**src/rtl/uart_pkg.sv**
```systemverilog
// rtl/uart_pkg.sv - shared types and constants for the UART interrupt controller
package uart_pkg;

  typedef enum logic [1:0] {
    ST_IDLE   = 2'd0,
    ST_ACTIVE = 2'd1,
    ST_HOLD   = 2'd2
  } int_state_e;

  localparam int FE   = 0;
  localparam int CRCE = 1;
  localparam int ORE  = 2;
  localparam int NF   = 3;
  localparam int TXI  = 4;
  localparam int TBNF = 5;
  localparam int DR   = 6;

  localparam int NSRC_DEFAULT = 7;

endpackage

```
**src/rtl/uart_int_prio.sv**
```systemverilog
// rtl/uart_int_prio.sv - lowest-index-first priority encoder over the candidate vector
module uart_int_prio #(
  parameter int N = 7
) (
  input  logic [N-1:0] cand,
  output logic [2:0]   idx,
  output logic         valid
);

  // Scan from the top down so the lowest set index is the last to write.
  always_comb begin
    idx   = 3'd0;
    valid = 1'b0;
    for (int i = N - 1; i >= 0; i--) begin
      if (cand[i]) begin
        idx   = 3'(i);
        valid = 1'b1;
      end
    end
  end

endmodule

```
**src/rtl/uart_int_ctrl.sv**
```systemverilog
// rtl/uart_int_ctrl.sv - UART status interrupt latch, mask and single-request service FSM
module uart_int_ctrl
  import uart_pkg::*;
#(
  parameter int NSRC    = NSRC_DEFAULT,
  parameter int HOLDOFF = 2
) (
  input  logic            clk,
  input  logic            reset,
  input  logic [NSRC-1:0] status,
  input  logic            mask_we,
  input  logic [NSRC-1:0] mask_wdata,
  input  logic            ack,
  output logic            irq,
  output logic [2:0]      irq_id,
  output logic [NSRC-1:0] pending,
  output logic [NSRC-1:0] mask
);

  localparam logic [3:0]      HOLD_INIT = 4'(HOLDOFF - 1);
  localparam logic [NSRC-1:0] ONE       = {{(NSRC-1){1'b0}}, 1'b1};

  int_state_e      state_q, state_d;
  logic [NSRC-1:0] status_q, status_d;
  logic [NSRC-1:0] pending_q, pending_d;
  logic [NSRC-1:0] mask_q, mask_d;
  logic            armed_q, armed_d;
  logic            irq_q, irq_d;
  logic [2:0]      irq_id_q, irq_id_d;
  logic [3:0]      cnt_q, cnt_d;

  logic [NSRC-1:0] rise;
  logic [NSRC-1:0] clr;
  logic [NSRC-1:0] cand;
  logic [2:0]      win_id;
  logic            win_valid;
  logic            ack_take;

  // armed_q stays low for the first edge after reset so levels already high
  // at release are absorbed into status_q instead of looking like new edges.
  always_comb begin
    status_d = status;
    armed_d  = 1'b1;
    rise     = armed_q ? (status & ~status_q) : '0;
    mask_d   = mask_we ? mask_wdata : mask_q;
  end

  always_comb begin
    ack_take  = (state_q == ST_ACTIVE) && ack;
    clr       = ack_take ? (ONE << irq_id_q) : '0;
    pending_d = (pending_q & ~clr) | rise;
    cand      = pending_q & mask_q;
  end

  uart_int_prio #(
    .N (NSRC)
  ) u_prio (
    .cand  (cand),
    .idx   (win_id),
    .valid (win_valid)
  );

  always_comb begin
    state_d  = state_q;
    irq_d    = irq_q;
    irq_id_d = irq_id_q;
    cnt_d    = cnt_q;
    case (state_q)
      ST_IDLE: begin
        if (win_valid) begin
          state_d  = ST_ACTIVE;
          irq_d    = 1'b1;
          irq_id_d = win_id;
        end
      end
      ST_ACTIVE: begin
        // Mask changes are ignored here: the source in service is committed.
        if (ack) begin
          state_d  = ST_HOLD;
          irq_d    = 1'b0;
          irq_id_d = 3'd0;
          cnt_d    = HOLD_INIT;
        end
      end
      ST_HOLD: begin
        if (cnt_q == 4'd0) begin
          state_d = ST_IDLE;
        end else begin
          cnt_d = cnt_q - 4'd1;
        end
      end
      default: begin
        state_d  = ST_IDLE;
        irq_d    = 1'b0;
        irq_id_d = 3'd0;
        cnt_d    = 4'd0;
      end
    endcase
  end

  always_ff @(posedge clk or posedge reset) begin
    if (reset) begin
      state_q   <= ST_IDLE;
      status_q  <= '0;
      pending_q <= '0;
      mask_q    <= '0;
      armed_q   <= 1'b0;
      irq_q     <= 1'b0;
      irq_id_q  <= 3'd0;
      cnt_q     <= 4'd0;
    end else begin
      state_q   <= state_d;
      status_q  <= status_d;
      pending_q <= pending_d;
      mask_q    <= mask_d;
      armed_q   <= armed_d;
      irq_q     <= irq_d;
      irq_id_q  <= irq_id_d;
      cnt_q     <= cnt_d;
    end
  end

  assign irq     = irq_q;
  assign irq_id  = irq_q ? irq_id_q : 3'd0;
  assign pending = pending_q;
  assign mask    = mask_q;

endmodule
```
**config.mk**
```make
export PLATFORM = sky130hd
export DESIGN_NAME = uart_int_ctrl
export DESIGN_NICKNAME = d
export VERILOG_FILES = /design/src/rtl/uart_pkg.sv /design/src/rtl/uart_int_prio.sv /design/src/rtl/uart_int_ctrl.sv
export SDC_FILE = /design/constraint.sdc
export NUM_CORES = 1
export LEC_CHECK = 0
export CAP_MARGIN = 20
export CELL_PAD_IN_SITES_DETAIL_PLACEMENT = 1
export CELL_PAD_IN_SITES_GLOBAL_PLACEMENT = 1
export CORE_ASPECT_RATIO = 1.4
export CORE_MARGIN = 5
export CORE_UTILIZATION = 50
export CTS_BUF_LIST = sky130_fd_sc_hd__clkbuf_4 sky130_fd_sc_hd__clkbuf_8 sky130_fd_sc_hd__clkbuf_16
export CTS_CLUSTER_DIAMETER = 50
export DETAILED_ROUTE_END_ITERATION = 8
export DONT_BUFFER_PORTS = 1
export HOLD_SLACK_MARGIN = 0.12
export PLACE_DENSITY_LB_ADDON = 0.1
export SYNTH_ARGS = -nofsm -noshare
export SYNTH_HDL_FRONTEND = slang
export SYNTH_SLANG_ARGS = --single-unit
```
**constraint.sdc**
```tcl
create_clock -name clk -period 3.3 [get_ports clk]
set_input_delay 0.495 -clock clk [delete_from_list [all_inputs] [get_ports clk]]
set_output_delay 0.495 -clock clk [all_outputs]
set_load 0.02 [all_outputs]
```
### Word-level counts from Yosys, hierarchy flattened

Index checks and enable logic that the tools add are counted.

| cells by class | value |
|---|---|
| $add $sub $neg | 1 |
| mux-type cells | 30 |
| reduce and logical (&&, ||, !) cells | 6 |
| equal/unequal tests | 6 |
| bitwise gates (word level) | 8 |
| shift operators | 1 |

Operators by type and width:

| operator | count |
|---|---|
| $mux 3 | 10 |
| $and 7x7->7 | 3 |
| $mux 7 | 2 |
| $not 7->7 | 2 |
| $pmux 4 s3 | 1 |
| $mux 1 | 9 |
| $pmux 3 s3 | 1 |
| $reduce_and 3->1 | 3 |
| $mux 4 | 2 |
| $or 7x7->7 | 1 |
| $shl 1x3->7 const A | 1 |
| $mux 2 | 3 |
| $ne 2x2->1 const B | 3 |
| $pmux 2 s3 | 1 |
| $logic_not 4->1 | 1 |
| $sub 4x1->4 const B | 1 |
| $pmux 1 s3 | 1 |
| $eq 2x1->1 const B | 1 |
| $eq 2x2->1 const B | 1 |
| $logic_not 2->1 | 1 |
| $ne 2x1->1 const B | 1 |
| $not 1->1 | 2 |
| $logic_and 1x1->1 | 1 |

| word-level totals | value |
|---|---|
| bits in registers | 32 |
| word-level logic and storage cells | 60 |
| input port bits | 18 |
| output and inout bits | 18 |

### Depth between registers and ports, before layout

| logic depth | value |
|---|---|
| word-level depth | 10 |
| mapped depth | 6 |
| depth with buffers taken out | 6 |

### Modules after synthesis

A second synthesis with hierarchy kept.

| unflattened totals | value |
|---|---|
| cell total of the unflattened synthesis | 141 |
| area total of the unflattened synthesis | 1574.0 um2 |

Modules (own cells, without submodules):

| module | cells each | area an instance (um2) | times used | sequential area each (um2) |
|---|---|---|---|---|
| uart_int_ctrl | 130 | 1507.7 | 1 | 800.8 |
| uart_int_prio | 11 | 66.3 | 1 | 0.0 |

### Worst setup path before layout

OpenSTA, ideal clock, no wires.

| timing | value |
|---|---|
| kind | register -> register |
| start point | reg state_q[0] |
| end point | reg cnt_q[3] |
| slack | 1532 ps |
| clock period less this slack | 1768 ps |
| cell stages (with the launch flop) | 6 |
| data required time | 3231 ps |
| path buffers | 0 |
| arrival | 1699 ps |
| cell sequence | dfrtp_1 -> ha_1 -> nor2b_4 -> a311o_1 -> or4_1 -> nand3_1 |

| between the ends | value |
|---|---|
| word-level cells in the longest chain between the ends | 3 |

Ends and longest elaborated chain:

| item | RTL line | RTL |
|---|---|---|
| start, declared | uart_int_ctrl.sv:23 | `int_state_e state_q, state_d;` |
| start signal, assigned | uart_int_ctrl.sv:112 | `state_q <= state_d;` |
| $eq 2x2->1, or another cell as far along | uart_int_ctrl.sv:68 | `case (state_q)` |
| $ne 2x2->1 (no source line) / $not 1->1 (equally long branches) | - |  |
| $reduce_and 3->1 (no source line) | - |  |
| end signal, assigned | uart_int_ctrl.sv:119 | `cnt_q <= cnt_d;` |
| end, declared | uart_int_ctrl.sv:30 | `logic [3:0] cnt_q, cnt_d;` |

Parallel ways exist; a longest one is shown, timed or not.
A chain may end at the register's enable or synchronous reset.

### Final worst setup path

| timing | value |
|---|---|
| start point | reg state_q[0] |
| end point | reg irq_q (netlist: irq) |

RTL lines:

| item | RTL line | RTL |
|---|---|---|
| $eq 2x2->1, or another cell as far along | uart_int_ctrl.sv:68 |  |
| $pmux 1 s3 (*) | uart_int_ctrl.sv:68 |  |
| net irq_d | uart_int_ctrl.sv:28 | `logic irq_q, irq_d;` |
| end signal, assigned | uart_int_ctrl.sv:117 | `irq_q <= irq_d;` |
| end, declared | uart_int_ctrl.sv:28 |  |

The timed path passes the listed nets; every way through them passes the cells marked *.

==> results.txt <==
Worst R2R Path Depth: 6
Die Width: 55.3 um
Post-cts hold buffer count: 0
Number of global-route vias before repair: 1,179
Leakage power total: 0.668 nW
ANT nets after route: 0
Cell row count: 23
Diode count: 0
Number of enable flip-flop cells after synthesis: 0
Buffer type at the clock tree root: clkbuf_8
Wire length of the first global-routing pass: 5450 um
Number of library cell types mapped by synthesis: 26
Outcome: finished, final reports clean
IR drop worst, VDD: 420 uV
Yosys warning count: 0
P&R area growth vs syn: 9.15%
Syn Nets: 153
Layout filler cell count: 320
Insertion delay to the later sink of the worst-skew pair: 0.28 ns
Worst clock skew: 0.00583 ns
Antenna violations before repair: 0
Sequential cell area: 801 um2
Post-synthesis cell count: 130
Area share of the leading cell type in the synthesized netlist: 55.7%
Final HPWL from detailed placement: 2570 um
Top post-synthesis cells by count: dfrtp_1, nand2_1, mux2_2, o21ai_0, nand3b_1
Number of top-level design ports: 36
Required @ worst endpoint: 3.46 ns
Effective utilization at floorplan: 50.9%
Via count of the routed design: 1,029
Final RePlAce weighted congestion: 0.768
Final setup violation count: 0
Hold Fails Final Rpt: 0
Worst min path class: in -> async
DRC violation total after the first TritonRoute iteration: 10
Final min period: 2.01 ns
Crit path max fanout: 4
Total Neg Setup Slack: 0 ns
Worst setup path endpoint: irq$_DFFE_PP0P_
Most area-consuming cells after synthesis: dfrtp_1, mux2_2, nand2_1
Clock-pin slew reported for the worst setup and hold paths after clock tree synthesis: 0.06 ns
Number of buffers inserted by post-CTS setup repair: 0
CTS tree: yes
Die Outline Area: 0.00406 mm2
Overall overflow remaining after global route: 0
Routed wire length: 3270 um
Crit start category: flip-flop
Kind of critical path: reg -> reg
Detailed-route wire length per cell: 18.8 um
Number of max-capacitance violations reported: 0
Area inside the core boundary: 0.00282 mm2
Final nets: 160
Seq/Total Area, Yosys: 55.7%
Overall fraction of global-route tracks in use: 17.6%
# clock sinks: 32
FF+latch count, synth: 32
Longest Clk Path Bufs: 2
Overall Power: 1.38 mW
Endpoint kind of the worst setup timing path: flip-flop
Share of synthesized registers carrying an async set or reset: 100%
Share of the cycle needed by the critical path after routing: 60.9%
Endpoint of the lowest-slack register-to-register path: irq$_DFFE_PP0P_
Clock buffers created by TritonCTS: 5
Beginning of the critical path: state_q[0]$_DFFE_PP0P_
DRC violations left: 0
Mean post-synth cell area: 11.0 um2
Fraction of layout instances using a drive strength above 1: 16.1%
Most area-hungry cell type in the Yosys netlist: dfrtp_1
Pin count of the biggest net entering global routing: 33
Count of instances resized after the clock tree is built: 0
Die Ht: 73.4 um
Port-buffer cells: 0
Launch point of the worst reg-to-reg path: state_q[0]$_DFFE_PP0P_
Most common cell in the netlist: dfrtp_1
Area of the multi-input gates: 609 um2
Power density relative to cell area: 879 mW/mm2
Number of slew-limit violations in the final report: 0
Reg2reg setup slack: 1.29 ns
Arrival time of the worst setup path: 2.17 ns
Fmax: 498 MHz
Setup repair after global routing missed its margin: no
Synthesized area: 0.00144 mm2
Worst hold slack: 0.179 ns
Number of H-tree branching levels: 2
Ys flop type: dfrtp_1
Per-cell via count in the routed design: 5.91
Number of detailed-route iterations in the first pass: 4
## state kept, by name, indices dropped and copies added, names as in the netlist
| signal | count |
|---|---|
| armed_q | 1 |
| cnt_q | 4 |
| irq | 1 |
| irq_id_q | 3 |
| mask | 7 |
| pending | 7 |
| state_q | 2 |
| status_q | 7 |
## cell type report
class,count,area share [%]
inverters,6,1.44
well taps,37,2.95
clock inverters,2,0.798
flip-flops and latches,32,51.1
repair buffers,1,0.479
clock buffers,5,4.39
multi-input cells,91,38.9
## cell usage in the layout (no fill, tap or decap)
cell type / n
a31oi_1: 1
o21ai_0: 11
a21boi_0: 1
clkinv_2: 1
a22oi_1: 3
a21oi_1: 4
or3_1: 1
nand2_1: 20
clkinvlp_4: 1
dfrtp_1: 32
nor2b_4: 1
buf_4: 1
or4_1: 1
o31ai_1: 2
nand3_1: 5
mux2_2: 12
nand4b_1: 1
conb_1: 1
nand2b_1: 3
or3b_2: 1
nand3b_1: 7
and2_1: 3
nand4_1: 3
clkbuf_8: 5
inv_1: 6
nor2_1: 3
nor2b_1: 1
a311o_1: 1
ha_1: 5
## critical path, cell delays in order, from the launching register on
cell and delay (ns):
dfrtp_1 0.40, inv_1 0.08, ha_1 0.23, a21boi_0 0.44
nand4_1 0.21, nand2_1 0.18, mux2_2 0.35
## logic make-up after synthesis
| family | count (synthesis) | synth area share [%] |
|---|---|---|
| simple gates | 50 | 18.9 |
| flops | 32 | 55.7 |
| compound gates | 23 | 9.49 |
| mux | 12 | 9.41 |
| buf+inv | 7 | 1.83 |
| fa+ha+maj | 5 | 4.36 |
| other cells | 1 | 0.261 |
## per-stage QoR
stage	cells	setup slack, ns	utilization, %	area, um2
4_1_cts	174	1.29	55.6	1570
3_5_place_dp	167	1.30	52.7	1490
6_report	174	1.29	55.6	1570
3_3_place_gp	167	1.41	52.7	1490
2_1_floorplan	130	1.53	-	1440
5_1_grt	174	1.11	55.6	1570
## layer usage
| metal | global-route usage (%) | up-vias | routed length [um] | share of wire, % |
|---|---|---|---|---|
| met5 | 0 | - | 0 | 0 |
| met3 | 7.03 | 8 | 199 | 6.1 |
| met4 | 9.19 | 0 | 66 | 2.0 |
| met1 | 15.0 | 530 | 1070 | 33 |
| li1 | - | 467 | - | - |
| met2 | 34.3 | 24 | 1940 | 59 |
## worst min-delay path by stage
stage	to	from	slack, ns
after floorplan	pending[5]$_DFF_PP0_	status_q[5]$_DFF_PP0_	0.41
after global placement	pending[5]$_DFF_PP0_	status_q[5]$_DFF_PP0_	0.43
after detailed placement	pending[5]$_DFF_PP0_	status_q[5]$_DFF_PP0_	0.45
after CTS	pending[1]$_DFF_PP0_	reset	0.19
after global routing	irq_id_q[1]$_DFFE_PP0P_	reset	0.22
final	irq_id_q[1]$_DFFE_PP0P_	reset	0.18
## where the power goes
part	switching [mW]	total (mW)	internal, mW
Clock	0.137	0.280	0.142
Sequential	0.172	0.661	0.489
Combinational	0.242	0.438	0.196
Total	0.551	1.38	0.828
Note: power is estimated with default switching activity, not from simulation.
